[src/rtl/branch_resolve_pkg.sv]
// rtl/branch_resolve_pkg.sv - branch condition codes, REGIMM opcode and condition decode.
package branch_resolve_pkg;

    localparam logic [5:0] EXE_REGIMM = 6'b000001;

    typedef enum logic [2:0] {
        COND_EQ  = 3'd0,
        COND_NE  = 3'd1,
        COND_LEZ = 3'd2,
        COND_GTZ = 3'd3,
        COND_LTZ = 3'd4,
        COND_GEZ = 3'd5
    } cond_t;

    // Branch-likely and link variants share the base opcode's low bits / rt[16] selector.
    function automatic cond_t decodeCond(input logic [5:0] op, input logic rtSel);
        cond_t c;
        c = COND_EQ;
        if (op == EXE_REGIMM) begin
            c = rtSel ? COND_GEZ : COND_LTZ;
        end else if (op[5:2] == 4'b0001 || op[5:2] == 4'b0101) begin
            case (op[1:0])
                2'b00:   c = COND_EQ;
                2'b01:   c = COND_NE;
                2'b10:   c = COND_LEZ;
                default: c = COND_GTZ;
            endcase
        end
        return c;
    endfunction

endpackage

[src/rtl/branch_cond.sv]
// rtl/branch_cond.sv - combinational branch condition evaluation on Execute operands.
module branch_cond
    import branch_resolve_pkg::*;
(
    input  cond_t       cond,
    input  logic [31:0] rs,
    input  logic [31:0] rt,
    output logic        take
);

    logic rsZero;
    assign rsZero = (rs == 32'd0);

    always_comb begin
        take = 1'b0;
        case (cond)
            COND_EQ:  take = (rs == rt);
            COND_NE:  take = (rs != rt);
            COND_LEZ: take = rs[31] | rsZero;
            COND_GTZ: take = ~rs[31] & ~rsZero;
            COND_LTZ: take = rs[31];
            COND_GEZ: take = ~rs[31];
            default:  take = 1'b0;
        endcase
    end

endmodule

[src/rtl/branch_resolve.sv]
// rtl/branch_resolve.sv - D->E->M branch resolution, predictor update and mispredict redirect.
// Optional BRANCH_PERF_CNT_EN adds branch_cnt / mispred_cnt performance counters.
module branch_resolve
    import branch_resolve_pkg::*;
(
    input  logic        clk,
    input  logic        resetn,
    input  logic        stallE,
    input  logic        flushE,
    input  logic        stallM,
    input  logic        flushM,
    input  logic [31:0] instrD,
    input  logic [31:0] pcD,
    input  logic [31:0] immD,
    input  logic        branchD,
    input  logic        branchL_D,
    input  logic        pred_takeD,
    input  logic [31:0] rs_valueE,
    input  logic [31:0] rt_valueE,
    output logic [31:0] pcM,
    output logic        branchM,
    output logic        actual_takeM,
    output logic        mispredM,
    output logic [31:0] redirect_pcM,
    output logic        nullify_slotM
`ifdef BRANCH_PERF_CNT_EN
    ,
    output logic [31:0] branch_cnt,
    output logic [31:0] mispred_cnt
`endif
);

    logic        branchE;
    logic        branchLE;
    logic        predE;
    logic [31:0] pcE;
    logic [31:0] targetE;
    cond_t       condE;
    cond_t       condD;
    logic        takeE;
    logic        unusedInstrBits;

    assign condD           = decodeCond(instrD[31:26], instrD[16]);
    assign unusedInstrBits = ^{instrD[25:17], instrD[15:0], immD[31:30]};

    // Younger instructions behind a mispredicted branch are squashed even when E is stalled.
    always_ff @(posedge clk or negedge resetn) begin
        if (!resetn) begin
            branchE  <= 1'b0;
            branchLE <= 1'b0;
            predE    <= 1'b0;
            pcE      <= 32'd0;
            targetE  <= 32'd0;
            condE    <= COND_EQ;
        end else if (flushE || mispredM) begin
            branchE  <= 1'b0;
            branchLE <= 1'b0;
            predE    <= 1'b0;
        end else if (!stallE) begin
            branchE  <= branchD;
            branchLE <= branchL_D;
            predE    <= pred_takeD;
            pcE      <= pcD;
            targetE  <= pcD + 32'd4 + {immD[29:0], 2'b00};
            condE    <= condD;
        end
    end

    branch_cond uCond (
        .cond (condE),
        .rs   (rs_valueE),
        .rt   (rt_valueE),
        .take (takeE)
    );

    // A stalled M keeps the mispredict visible; the self-flush fires once the stall releases.
    always_ff @(posedge clk or negedge resetn) begin
        if (!resetn) begin
            branchM       <= 1'b0;
            actual_takeM  <= 1'b0;
            mispredM      <= 1'b0;
            nullify_slotM <= 1'b0;
            pcM           <= 32'd0;
            redirect_pcM  <= 32'd0;
        end else if (flushM || (mispredM && !stallM)) begin
            branchM       <= 1'b0;
            actual_takeM  <= 1'b0;
            mispredM      <= 1'b0;
            nullify_slotM <= 1'b0;
        end else if (!stallM) begin
            branchM       <= branchE;
            actual_takeM  <= branchE & takeE;
            mispredM      <= branchE & (takeE ^ predE);
            nullify_slotM <= branchE & branchLE & ~takeE;
            pcM           <= pcE;
            redirect_pcM  <= takeE ? targetE : pcE + 32'd8;
        end
    end

`ifdef BRANCH_PERF_CNT_EN
    always_ff @(posedge clk or negedge resetn) begin
        if (!resetn) begin
            branch_cnt  <= 32'd0;
            mispred_cnt <= 32'd0;
        end else if (branchM && !stallM) begin
            branch_cnt <= branch_cnt + 32'd1;
            if (mispredM) begin
                mispred_cnt <= mispred_cnt + 32'd1;
            end
        end
    end
`endif

endmodule

[config.mk]
export PLATFORM = sky130hd
export DESIGN_NAME = branch_resolve
export DESIGN_NICKNAME = d
export VERILOG_FILES = /design/src/rtl/branch_resolve_pkg.sv /design/src/rtl/branch_cond.sv /design/src/rtl/branch_resolve.sv
export SDC_FILE = /design/constraint.sdc
export NUM_CORES = 1
export LEC_CHECK = 0
export BUFFER_PORTS_ARGS = -buffer_cell sky130_fd_sc_hd__buf_4
export CORE_MARGIN = 2
export CORE_UTILIZATION = 40
export DETAILED_ROUTE_END_ITERATION = 8
export PLACE_DENSITY_LB_ADDON = 0.08
export SETUP_SLACK_MARGIN = 0.4
export SYNTH_ARGS = -nofsm -noshare
export SYNTH_HDL_FRONTEND = slang
export SYNTH_HIERARCHICAL = 1
export SYNTH_SLANG_ARGS = --single-unit
[constraint.sdc]
create_clock -name clk -period 5.6 [get_ports clk]
set_input_delay 1.4 -clock clk [delete_from_list [all_inputs] [get_ports clk]]
set_output_delay 1.4 -clock clk [all_outputs]
set_load 0.02 [all_outputs]
======== Word-level counts from Yosys, hierarchy flattened ========
Cells that the tools add are included.
storage, ports and cells
  register bits ........................... 138
  output and inout port bits .............. 68
operators by class
  add/subtract/negate cells ............... 3
  eq/ne operators ......................... 14
  bitwise operators ....................... 14
  reductions and logical operators ........ 10
  mux-type cells .......................... 20
operators by type and width
  cell                   number
  $add 32x3->32 const B  1
  $add 32x32->32         1
  $add 32x4->32 const B  1
  $eq 32x32->1           1
  $logic_not 32->1       1
  $mux 32                1
  $ne 32x32->1           1
  $mux 1                 15
  $not 1->1              7
  $eq 3x2->1 const B     2
  $eq 3x3->1 const B     2
  $eq 6x1->1 const B     1
  $pmux 1 s6             1
  $pmux 2 s3             1
  $and 1x1->1            5
  $eq 4x1->1 const B     1
  $eq 4x3->1 const B     1
  $ne 2x1->1 const B     2
  $reduce_and 2->1       2
  $eq 3x1->1 const B     1
  $logic_not 3->1        1
  $logic_or 1x1->1       3
  $mux 3                 1
  $eq 2x1->1 const B     1
  7 further kinds        7

======== Longest topological paths before layout ========
  word-level depth ........................ 8
  mapped depth ............................ 12
  gate-level depth less buffers ........... 12

======== By module ========
The synthesis kept the hierarchy.
modules (own cells, without submodules)
  module          cells each  area each (um^2)  instances  sequential area each (um^2)
  branch_resolve  892         7786.2            1          3403.3
  branch_cond     67          530.5             1          0.0

======== Worst setup path before layout ========
OpenSTA, ideal clock, no wires.
  kind .................................... input port to flip-flop
  from .................................... input port pcD[3]
  to ...................................... register targetE[29]
  path slack .............................. 1918 ps
  arrival ................................. 3553 ps
  library setup time ...................... 129 ps
  stages on the path ...................... 10
  required time ........................... 5471 ps
  buffers on the path ..................... 0
  cells stage by stage .................... ha_1 ha_1 fa_1 a21oi_2 o221ai_1 a221oi_2 o21a_1 o221ai_1 xnor2_1 o21ai_1
on the way
  cells in the longest elaborated chain, start to end .. 2
RTL lines
  element                 RTL line              RTL
  start: declaration      branch_resolve.sv:13  input logic [31:0] pcD,
  $add 32x3->32           branch_resolve.sv:64  targetE <= pcD + 32'd4 + {immD[29:0], 2'b00};
  $add 32x32->32          branch_resolve.sv:64
  end signal: assignment  branch_resolve.sv:64
  end: declaration        branch_resolve.sv:37  logic [31:0] targetE;
Every way passes these cells.
A chain may end at the register's enable or synchronous reset.

======== Final worst setup path ========
Ends and elaborated chain as after synthesis.

==> impl_metrics.tcl <==
set metrics [dict create \
    status "finished, final reports clean" \
    maxCapViolations 0 \
    p_sw_share_pct 33.2 \
    yosysWarnings 6 \
    synth-seq-cells 136 \
    tns_ns 0 \
    timing.final.crit_period_ns 3.80 \
    synth_most_common_cell "nand2_1" \
    overflow 0 \
    stdcell_count 1429 \
    synthSimpleGateAreaFrac_pct 23.9 \
    fillers 2006 \
    synth_xor_area_share_pct 8.85 \
    fin_nets 1374 \
    grt_pass1_wl_mm 38.7 \
    p_switching_mw 1.19 \
    wire_per_inst_um 17.2 \
    die_h_um 148 \
    whs_endpoint "nullify_slotM" \
    num_io_pins 237 \
    setup_viol_count_final 0 \
    ff2ff_setup_slack_ns 3.18 \
    holdWs_ns 0.464 \
    min-delay-start "nullify_slotM" \
    timing.fmax_ghz 0.263 \
    postRouteAntennaNets 0 \
    p_clk_share_pct 34.5 \
    cts_root_buffer "clkbuf_16" \
    h-tree-depth 4 \
    cp-start-kind "primary input" \
    multiInputGateArea_um2 4650 \
    cts_tree "done" \
    diodes 0 \
    cp.arrival_ns 4.10 \
    cts_hold_buf 0 \
    synth.area.top_cells "dfrtp_1 41%, nand2_1 13%, ha_1 8.7%, xor2_1 7.0%, o21ai_0 3.1%" \
    vias_per_cell 5.18 \
    min-delay-path-class "flop to flop" \
    routed_wl_mm 24.6 \
    worstMarginPinSlew_ns 0.954 \
    drtPass1Iterations 4 \
    area_delta_synth_final_pct 28.8 \
    grt.total_usage_pct 22.5 \
    first_global_vias 7233 \
    seq_area_um2 3400 \
    synthMuxAreaShare_pct 1.22 \
    yosysUniqueCellTypes 71 \
    rr_startpoint "mispredM" \
    synthFlopType "dfrtp_1" \
    synth_compound_area_share_pct 12.9 \
    crit_path_end_kind "flop" \
    slew_viol_final 0 \
    regToRegEndpoint "targetE[27]" \
    crit_fanout 4 \
    grt_max_degree 103 \
    worst_ep_required_time_ns 5.90 \
    slew_headroom_pct 36.4 \
    core_area_um2 20300 \
    vias 7406 \
    synth.largest_area_cell "dfrtp_1" \
    pwr-share-seq_pct 37.4 \
    p_leak_nw 5.29 \
    cts_resized 0 \
    rr_worst_depth 4 \
    dp.cells 1397 \
    worstHoldPathCells 2 \
    drtIter0Drc 412 \
    synth_top_family_by_area "simple AND/OR/NAND/NOR gates" \
    route.detailed.drc 0 \
    fin_skew_ns 0.00626 \
    die_w_um 148 \
    clk_path_buf_depth 2 \
    fp.dieArea_um2 22000 \
    path_clk_slew_ns 0.06 \
    powerDensity_nw_per_um2 335 \
    syn_area_um2 8320 \
    fin_crit_sh_pct 67.9 \
    synthTopCellsByCount "279 x nand2_1, 136 x dfrtp_1, 66 x xor2_1" \
    postCtsSetupBuffers 0 \
    io_buffers 209 \
    rsz0062_at_grt "false" \
    p_comb_share_pct 28.1 \
    place_hpwl_mm 18.8 \
    synthArstFlopShare_pct 100 \
    numClockSinks 136 \
    layout-drive-gt1-share_pct 23.6 \
    synthCells 959 \
    synthesis.nets 1187 \
    internal_power_mw 2.40 \
    start_util_pct 41.0 \
    ys_seq_area_share_pct 40.9 \
    yosysTopAreaCellShare_pct 40.9 \
    avgSynthCellArea_um2 8.67 \
    place_congestion 0.872 \
    antenna_found_initial 0 \
    final-hold-violation-count 0 \
    clk_latency_ns 0.43 \
    critPathKind "primary input to flop" \
    cts_made_buffers 17 \
    row_count 52 \
    yosys.area_share.adder_pct 8.97 \
    synth-edff-count 0 \
    ir_drop_v 0.000204 \
]
-- registers in the layout, summed over array words and instances, names as in the netlist --
signal and count:
predE 1, nullify_slotM 1, branchLE 1, pcM 32, branchE 1, condE 3, targetE 30, branchM 1
actual_takeM 1, mispredM 1, redirect_pcM 32, pcE 32
-- per-layer routing --
metal,GRT usage (%),part of all wire [%],up-vias
li1,-,-,3691
met1,31.4,47,3475
met2,35.6,46,212
met3,4.48,5.6,28
met4,6.76,2.1,0
met5,0,0,-
-- critical path, stage by stage --
cell and delay (ns):
buf_4 0.11, ha_1 0.29, ha_1 0.24, fa_1 0.44, a21oi_2 0.25, o221ai_1 0.23
a221oi_2 0.43, o21a_1 0.30, o221ai_1 0.17, xnor2_1 0.17, o21ai_1 0.07
-- placed cells by master (no fill, tap or decap), drive strengths merged, types with 2 or more instances in the layout --
cell type and count:
nor4b 3, o21bai 4, a21oi 54, nor2 34
clkbuf 17, a41oi 2, nor3b 4, a211oi 4
inv 12, and3 21, nand3b 2, and4 4
nor3 14, o221ai 3, nor4 19, o31ai 4
and2 5, o21ai 73, a21o 5, nand3 20
a31oi 5, o21a 3, nand2 279, o211ai 2
bufinv 5, nand2b 5, or3 4, a21boi 2
buf 216, nor2b 2, xnor2 18, xor2 66
a221oi 2, nand4 18, mux2i 9, ha 58
dfrtp 136, clkinv 8
-- stage by stage --
step / area, µm² / setup WS [ns] / total power, mW / utilization, %
3_3_place_gp: 10100 / 1.40 / 2.36 / 49.6
4_1_cts: 10700 / 1.83 / 3.62 / 52.8
2_1_floorplan: 8320 / 1.92 / 1.91 / -
3_5_place_dp: 10100 / 1.41 / 2.37 / 49.6
6_report: 10700 / 1.80 / 3.59 / 52.8
5_1_grt: 10700 / 1.72 / 3.79 / 52.8
-- worst max path at each step --
stage / from / endpoint / slack, ns
finish: pcD[3] / targetE[29] / 1.80
CTS: pcD[3] / targetE[29] / 1.83
global route: pcD[3] / targetE[29] / 1.72
floorplan: pcD[3] / targetE[29] / 1.92
global placement: pcD[3] / targetE[29] / 1.40
detailed placement: pcD[3] / targetE[29] / 1.41
-- area by class of cell --
cell class | count | share of cell area (%)
well taps | 270 | 3.15
clock buffers | 17 | 3.97
multi-input cells | 764 | 43.4
clock inverters | 15 | 2.10
inverters | 11 | 0.385
repair buffers | 216 | 15.2
flip-flops and latches | 136 | 31.8
-- power groups by stage --
stage	clock, mW	sequential, mW	combinational, mW
3_5_place_dp	0	1.36	1.01
4_1_cts	1.26	1.34	1.02
6_report	1.24	1.34	1.01
5_1_grt	1.31	1.37	1.12
2_1_floorplan	0	1.42	0.488
3_3_place_gp	0	1.35	1.01
-- kinds of logic after synthesis --
group	after synthesis
and+or+nand+nor	437
DFF	136
xor gates and xnor gates	84
buffers and inverters	59
muxes	10
adders and majority gates	59
AOI/OAI and AO/OA	174
No activity file was read; power rests on OpenSTA's default activity.
